[config.mk]
export PLATFORM = sky130hd
export DESIGN_NAME = sync_fifo_param
export DESIGN_NICKNAME = d
export VERILOG_FILES = /design/src/rtl/fifo_pkg.sv /design/src/rtl/fifo_ram.sv /design/src/rtl/sync_fifo_param.sv
export SDC_FILE = /design/constraint.sdc
export NUM_CORES = 1
export LEC_CHECK = 0
export CORE_MARGIN = 3
export CORE_UTILIZATION = 57
export CTS_CLUSTER_DIAMETER = 120
export DETAILED_ROUTE_END_ITERATION = 16
export DONT_BUFFER_PORTS = 1
export PLACE_DENSITY_LB_ADDON = 0.3
export SLEW_MARGIN = 0
export SYNTH_ARGS = -nofsm -noshare
export SYNTH_HDL_FRONTEND = slang
export SYNTH_SLANG_ARGS = --single-unit
[constraint.sdc]
create_clock -name clk -period 4.6 [get_ports clk]
set_clock_uncertainty 0.1 [all_clocks]
set_input_delay 0.92 -clock clk [delete_from_list [all_inputs] [get_ports clk]]
set_output_delay 0.92 -clock clk [all_outputs]
set_load 0.01 [all_outputs]
[src/rtl/fifo_pkg.sv]
// Shared constants and helpers for the FIFO subsystem.
// Holds default geometry, watermark defaults, read-mode encodings and a clog2 helper.
package fifo_pkg;

  localparam int unsigned DEFAULT_WIDTH     = 32;
  localparam int unsigned DEFAULT_DEPTH     = 16;
  localparam int unsigned DEFAULT_AE_THRESH = 2;

  // Read-mode encodings for the FWFT parameter
  localparam int unsigned FWFT_STD = 0;
  localparam int unsigned FWFT_ON  = 1;

  function automatic int unsigned clog2(input int unsigned value);
    int unsigned result;
    int unsigned rem;
    result = 0;
    rem    = (value > 0) ? value - 1 : 0;
    while (rem > 0) begin
      result = result + 1;
      rem    = rem >> 1;
    end
    return result;
  endfunction

endpackage

[src/rtl/fifo_ram.sv]
// WIDTH x DEPTH register array: one synchronous write port, one asynchronous read port.
// Contents are deliberately not reset.
module fifo_ram
  import fifo_pkg::*;
#(
  parameter int unsigned WIDTH = DEFAULT_WIDTH,
  parameter int unsigned DEPTH = DEFAULT_DEPTH
) (
  input  logic                     clk,
  input  logic                     we,
  input  logic [clog2(DEPTH)-1:0]  waddr,
  input  logic [WIDTH-1:0]         wdata,
  input  logic [clog2(DEPTH)-1:0]  raddr,
  output logic [WIDTH-1:0]         rdata
);

  logic [WIDTH-1:0] mem [DEPTH];

  always_ff @(posedge clk) begin
    if (we) begin
      mem[waddr] <= wdata;
    end
  end

  assign rdata = mem[raddr];

endmodule

[src/rtl/sync_fifo_param.sv]
// Single-clock parametrised FIFO with watermarks, occupancy count, sticky errors
// and a selectable registered or first-word-fall-through read port.
module sync_fifo_param
  import fifo_pkg::*;
#(
  parameter int unsigned WIDTH     = DEFAULT_WIDTH,
  parameter int unsigned DEPTH     = DEFAULT_DEPTH,
  parameter int unsigned AF_THRESH = DEPTH - 2,
  parameter int unsigned AE_THRESH = DEFAULT_AE_THRESH,
  parameter int unsigned FWFT      = FWFT_STD
) (
  input  logic                    clk,
  input  logic                    rst,
  input  logic                    w_en,
  input  logic [WIDTH-1:0]        wdata,
  input  logic                    r_en,
  output logic [WIDTH-1:0]        rdata,
  output logic                    rd_valid,
  output logic                    full,
  output logic                    empty,
  output logic                    almost_full,
  output logic                    almost_empty,
  output logic [clog2(DEPTH):0]   count,
  output logic                    overflow,
  output logic                    underflow,
  input  logic                    clr_err
);

  localparam int unsigned ADDR_W = clog2(DEPTH);
  localparam int unsigned CNT_W  = ADDR_W + 1;

  if ((DEPTH < 2) || ((DEPTH & (DEPTH - 1)) != 0)) begin : g_bad_depth
    $error("sync_fifo_param: DEPTH must be a power of two and at least 2");
  end
  if ((AF_THRESH < 1) || (AF_THRESH > DEPTH)) begin : g_bad_af
    $error("sync_fifo_param: AF_THRESH must lie in 1..DEPTH");
  end
  if (AE_THRESH > DEPTH - 1) begin : g_bad_ae
    $error("sync_fifo_param: AE_THRESH must lie in 0..DEPTH-1");
  end
  if (FWFT > FWFT_ON) begin : g_bad_mode
    $error("sync_fifo_param: FWFT must be 0 or 1");
  end

  logic [ADDR_W-1:0] wr_ptr;
  logic [ADDR_W-1:0] rd_ptr;
  logic [WIDTH-1:0]  ram_rdata;
  logic              rd_acc;
  logic              wr_acc;

  // A full FIFO still accepts a write when a read frees a slot in the same cycle
  assign rd_acc = r_en & ~empty;
  assign wr_acc = w_en & (~full | rd_acc);

  fifo_ram #(
    .WIDTH (WIDTH),
    .DEPTH (DEPTH)
  ) u_ram (
    .clk   (clk),
    .we    (wr_acc),
    .waddr (wr_ptr),
    .wdata (wdata),
    .raddr (rd_ptr),
    .rdata (ram_rdata)
  );

  always_ff @(posedge clk) begin
    if (rst) begin
      wr_ptr <= '0;
      rd_ptr <= '0;
      count  <= '0;
    end else begin
      if (wr_acc) wr_ptr <= wr_ptr + ADDR_W'(1);
      if (rd_acc) rd_ptr <= rd_ptr + ADDR_W'(1);
      case ({wr_acc, rd_acc})
        2'b10:   count <= count + CNT_W'(1);
        2'b01:   count <= count - CNT_W'(1);
        default: count <= count;
      endcase
    end
  end

  // Sticky errors; a new error in the clearing cycle keeps the flag set
  always_ff @(posedge clk) begin
    if (rst) begin
      overflow  <= 1'b0;
      underflow <= 1'b0;
    end else begin
      if (w_en & ~wr_acc)  overflow <= 1'b1;
      else if (clr_err)    overflow <= 1'b0;
      if (r_en & empty)    underflow <= 1'b1;
      else if (clr_err)    underflow <= 1'b0;
    end
  end

  assign full         = (count == CNT_W'(DEPTH));
  assign empty        = (count == '0);
  assign almost_full  = (count >= CNT_W'(AF_THRESH));
  assign almost_empty = (count <= CNT_W'(AE_THRESH));

  if (FWFT == FWFT_STD) begin : g_std
    logic [WIDTH-1:0] rdata_q;
    logic             rd_valid_q;

    always_ff @(posedge clk) begin
      if (rst) begin
        rdata_q    <= '0;
        rd_valid_q <= 1'b0;
      end else begin
        rd_valid_q <= rd_acc;
        if (rd_acc) rdata_q <= ram_rdata;
      end
    end

    assign rdata    = rdata_q;
    assign rd_valid = rd_valid_q;
  end else begin : g_fwft
    // Head entry is presented directly; r_en only acknowledges it
    assign rdata    = ram_rdata;
    assign rd_valid = ~empty;
  end

endmodule

==> results_dict.tcl, run 1 <==
set metrics [dict create \
    post_cts_buffers 0 \
    multi_input_area_um2 4870 \
    cts_buffer_depth 3 \
    area_growth_pct 11.6 \
    initial_core_util 0.582 \
    synth_cell_types 41 \
    synth-seq-area-share 0.763 \
    row_count 70 \
    worstPathCellList "inv_1, a21oi_1, inv_1, fa_1, nand2b_1, a21oi_1, mux2_2, a221oi_1" \
    track_usage 0.211 \
    post_drt_wl_per_cell_um 26.4 \
    layout.cells.non_filler 1523 \
    fillCellCount 2367 \
    fin_area_um2 23900 \
    portBuffers 0 \
    layout_commonest_cell "edfxtp_1" \
    cts_max_level 2 \
    clk_pin_slew_ns 0.06 \
    worst_ep_arrival_time_ns 3.57 \
    min_period_ns 3.19 \
    whs_ns 0.314 \
    slowest_delay_ns 0.67 \
    grt_max_degree 54 \
    regArea_um2 16300 \
    rsz0062_at_grt "no" \
    ant_nets 0 \
    timing.fmax_ghz 0.313 \
    dp.cells 1422 \
    cts_made_buffers 55 \
    crit_fanout 10 \
    place_area_um2 22100 \
    leakage_nw 7.38 \
    async_reset_ff_frac 0 \
    cts_root_buffer "clkbuf_16" \
    place.detailed.hpwl_um 22900 \
    required_ns 4.98 \
    critical_path.top_delay_family "compound AO/OA/AOI/OAI gates" \
    drc 0 \
    tns_ns 0 \
    nNetsFinal 1057 \
    grt_pass1_wl_um 62600 \
    worstReg2RegStart "count[4]" \
    final_cell_mix "edfxtp_1, mux4_2, clkbuf_16, nor2_1, dfxtp_1" \
    total_power_mw 12.2 \
    synth_ff_type "edfxtp_1" \
    post-route-period-util 0.694 \
    synth_nets 1027 \
    die-height_um 200 \
    die_w_um 200 \
    wirelength_um 40200 \
    vias_per_cell 6.30 \
    worst_pin_slew_ns 1.19 \
    grt_pass1_vias 10068 \
    endpoint_kind "flop" \
    worstSetupPathType "reg2reg" \
    drt-pass1-iter-count 5 \
    slew_headroom 0.205 \
    p_per_area_nw_per_um2 509 \
    final_core_util 0.649 \
    drv_slew 0 \
    layout_setup_ws_ns 1.41 \
    netlist_instances 981 \
    ys_seq_elements 560 \
    pre_cts_ws_ns 1.38 \
    antenna_found_initial 0 \
    first_iter_violations 721 \
    antenna_cells 0 \
    hold_path_class "in2reg" \
    clkLatencyLatePin_ns 0.58 \
    slowest_stage "dfxtp_1" \
    gp_congestion 0.730 \
    num_io_pins 81 \
    synth_warnings 0 \
    startpoint "count[4]" \
    ir_worst_vdd_v 0.000366 \
    cp_num_buf_inv 2 \
    min_from "rst" \
    syn_area_per_cell_um2 21.8 \
    synth_edf_count 512 \
    numClockSinks 560 \
    die_area_um2 39900 \
    synth_area_um2 21400 \
    grt_remaining_overflow 0 \
    cts_hold_buf 0 \
    startpoint_type "flop" \
    core_um2 36800 \
    status "finished clean" \
    cts_tree "built" \
    drive_above_1_share 0.275 \
    drv_cap 0 \
    setup_viol_count_final 0 \
    ctsResizeCount 0 \
    num_vias 9588 \
    hold_viol 0 \
]
## cell usage after synthesis (2+ instances only)
library cell  instances  area, um^2
buf_6                 9         101
mux2i_1              37         370
clkbuf_1             20        75.1
nor2b_1               3        18.8
buf_2                11        55.1
mux2_2               33         372
inv_1                 6        22.5
buf_4                 3        22.5
nor3_1                4        20.0
mux4_2              128        2880
nand2b_1              8        50.1
and3_1                2        12.5
mux2_1                3        33.8
o211ai_1              2        15.0
ha_1                  8         100
a221o_1              32         320
xor2_1                6        52.6
dfxtp_1              48         961
nand2_1               6        22.5
edfxtp_1            512       15400
nand3_1               2        10.0
a31oi_1               2        12.5
a21oi_1               5        25.0
buf_1                11        41.3
nor2_1               64         240
## cell families (layout without fill, tap and decap cells)
group,after synthesis,after routing,share of synthesized area
compound gates,50,50,0.0228
xor+xnor,7,7,0.00287
fa+ha+maj,9,9,0.00561
buf+inv,60,134,0.0149
flops,560,560,0.763
mux,201,201,0.171
simple gates,94,94,0.0194
## layout make-up
| cell class | count | share of cell area |
|---|---|---|
| clock buffers | 73 | 0.0627 |
| multi-input cells | 361 | 0.204 |
| clock inverters | 28 | 0.0131 |
| inverters | 6 | 0.000944 |
| repair buffers | 27 | 0.0101 |
| well taps | 468 | 0.0245 |
| flip-flops and latches | 560 | 0.685 |
## power by group
group | switching [mW] | leakage, nW | internal, mW
combinational | 0.815 | 1.48 | 0.825
clock | 1.80 | 0.876 | 2.67
sequential | 0.258 | 5.02 | 5.79
## worst paths after layout
path                             endpoint  slack [ns]  cells past startpoint
worst max register to register   count[4]        1.41                      8
worst min register to register   overflow        0.41                      2
worst max-delay path             count[4]        1.41                      8
worst min-delay path            rd_ptr[0]        0.31                      1
## registers in the layout, summed over array words and instances, names as in the netlist
signal,cells
rdata,32
rd_ptr,4
wr_ptr,4
count,5
overflow,1
underflow,1
rd_valid,1
u_ram.mem,512
## layer usage
layer / GRT usage / part of all wire / routed length (um)
met1: 0.302 / 0.43 / 17100
met2: 0.342 / 0.50 / 20100
met3: 0.0410 / 0.057 / 2290
met4: 0.0556 / 0.019 / 750
met5: 0 / 0 / 0
Note: power is estimated with default switching activity, not from simulation.
==> run 2, diff against run 1 <==
- CORE_UTILIZATION: 57 -> 63
- clock period: 4.6 -> 2.95 ns (I/O delays scaled with it)
==> run 2 against run 1 <==
Compared with the run above: clock power rose by 49%; flip-flop and latch count did not move; global-route usage grew 3.8 points; power increased by 57%; sequential power rose by 55%; utilization rose by 9.0 points; worst setup slack got worse by 1.3 ns; final cell count up 1.6%; fmax is 12% higher; critical path type unchanged; largest power group unchanged.
==> results_dict.tcl, run 2 (synthesized netlist as in run 1, its figures left out) <==
set metrics [dict create \
    post_cts_buffers 0 \
    nNetsFinal 1109 \
    numClockSinks 560 \
    layout.cells.non_filler 1548 \
    reg2regPathDepth 9 \
    reg2reg_slack_ns 0.09 \
    initial_core_util 0.648 \
    drive_above_1_share 0.276 \
    final_cell_mix "edfxtp_1, mux4_2, nor2_1, clkbuf_16, dfxtp_1" \
    largest_register "u_ram.mem" \
    grt_pass1_vias 10700 \
    min_from "wdata[12]" \
    endpoint_kind "flop" \
    wirelength_um 43700 \
    whs_path_depth 0 \
    min_period_ns 2.86 \
    num_io_pins 81 \
    cts_buffer_depth 3 \
    cts_root_buffer "clkbuf_16" \
    required_ns 3.31 \
    ir_worst_vdd_v 0.000947 \
    grt_max_degree 44 \
    die_area_um2 36200 \
    ant_nets 0 \
    setup_viol_count_final 0 \
    dp.cells 1412 \
    p_per_area_nw_per_um2 780 \
    startpoint_type "flop" \
    cts_hold_buf 37 \
    core_um2 33000 \
    post_drt_wl_per_cell_um 28.2 \
    worst_ep_arrival_time_ns 3.22 \
    cts_tree "built" \
    slew_headroom 0.175 \
    holdPathEnd "u_ram.mem[5][12]" \
    place.detailed.hpwl_um 23700 \
    timing.fmax_ghz 0.350 \
    cts_made_buffers 52 \
    cts_max_level 2 \
    drv_cap 0 \
    vias_per_cell 6.55 \
    layout_commonest_cell "edfxtp_1" \
    portBuffers 0 \
    first_iter_violations 917 \
    drt-pass1-iter-count 5 \
    num_vias 10141 \
    die_w_um 190 \
    post-route-period-util 0.970 \
    leakage_nw 7.60 \
    largest_reg_flops 512 \
    fin_area_um2 24400 \
    status "finished clean" \
    regToRegEndpoint "count[4]" \
    worst_pin_slew_ns 1.23 \
    gp_congestion 0.759 \
    ctsResizeCount 0 \
    row_count 66 \
    die-height_um 190 \
    antenna_found_initial 1 \
    area_growth_pct 14.1 \
    clkLatencyLatePin_ns 0.59 \
    grt_remaining_overflow 0 \
    whs_ns 0.0232 \
    worstSetupPathType "reg2reg" \
    hold_path_class "in2reg" \
    track_usage 0.248 \
    clk_pin_slew_ns 0.06 \
    place_area_um2 22300 \
    hold_viol 0 \
    drc 0 \
    drv_slew 0 \
    rsz0062_at_grt "no" \
    crit_fanout 6 \
    worstReg2RegStart "count[0]" \
    grt_pass1_wl_um 66800 \
]
run 2: cell count changes in the layout (fill, tap and decap cells not counted), moves of 2 or more:
| cell | delta |
|---|---|
| clkinv_16 | +2 |
| nor3_4 | +4 |
| buf_4 | +6 |
| clkbuf_8 | +4 |
| bufinv_16 | -2 |
| dlygate4sd3_1 | +39 |
| clkbuf_16 | -5 |
| clkbuf_1 | -3 |
| nor3_2 | -4 |
| clkinvlp_4 | -3 |
| buf_12 | +10 |
run 2: critical path: stages (launching register included):
cell and delay [ns]:
dfxtp_1 0.31, buf_4 0.16, nor4_1 0.57, a21oi_1 0.21, buf_4 0.19, ha_1 0.34, nand2b_1 0.07, a21oi_1 0.20
mux2_2 0.36, a221oi_1 0.25
run 2: how the worst max path moves through the flow:
stage	startpoint	to	slack [ns]
after floorplan	r_en	u_ram.mem[12][0]	-0.31
after global placement	count[0]	count[4]	0.25
after detailed placement	count[0]	count[4]	0.17
after CTS	count[0]	count[4]	0.14
after global routing	count[0]	count[4]	0.02
final	count[0]	count[4]	0.09
run 2: per-layer routing:
metal	part of all wire	routed length, um	global-route usage
met4	0.024	1050	0.0748
met3	0.076	3310	0.0436
met2	0.51	22300	0.414
met5	0	0	0
met1	0.39	17000	0.346
run 2: metrics by stage:
step	TNS (ns)	setup slack (ns)	power, mW	utilization
CTS	0	0.143	19.2	0.738
finish	0	0.0893	19.0	0.739
global placement	0	0.253	12.4	0.675
global route	0	0.0160	19.7	0.739
detailed placement	0	0.171	12.4	0.675
floorplan	-101.12	-0.309	11.6	-
run 2: layout make-up:
type	instances	area [um^2]
Sequential cell	560	16300
Antenna cell	1	2.50
Clock inverter	27	308
Fill cell	1780	8620
Tap cell	442	553
Clock buffer	69	1420
Timing Repair Buffer	82	876
Inverter	6	22.5
Multi-Input combinational cell	361	4890
run 2: report_power, final:
| group | total (mW) | switching (mW) | internal (mW) |
|---|---|---|---|
| logic | 3.01 | 1.51 | 1.50 |
| clock network | 6.64 | 2.81 | 3.83 |
| registers | 9.39 | 0.363 | 9.03 |
| total | 19.0 | 4.69 | 14.4 |
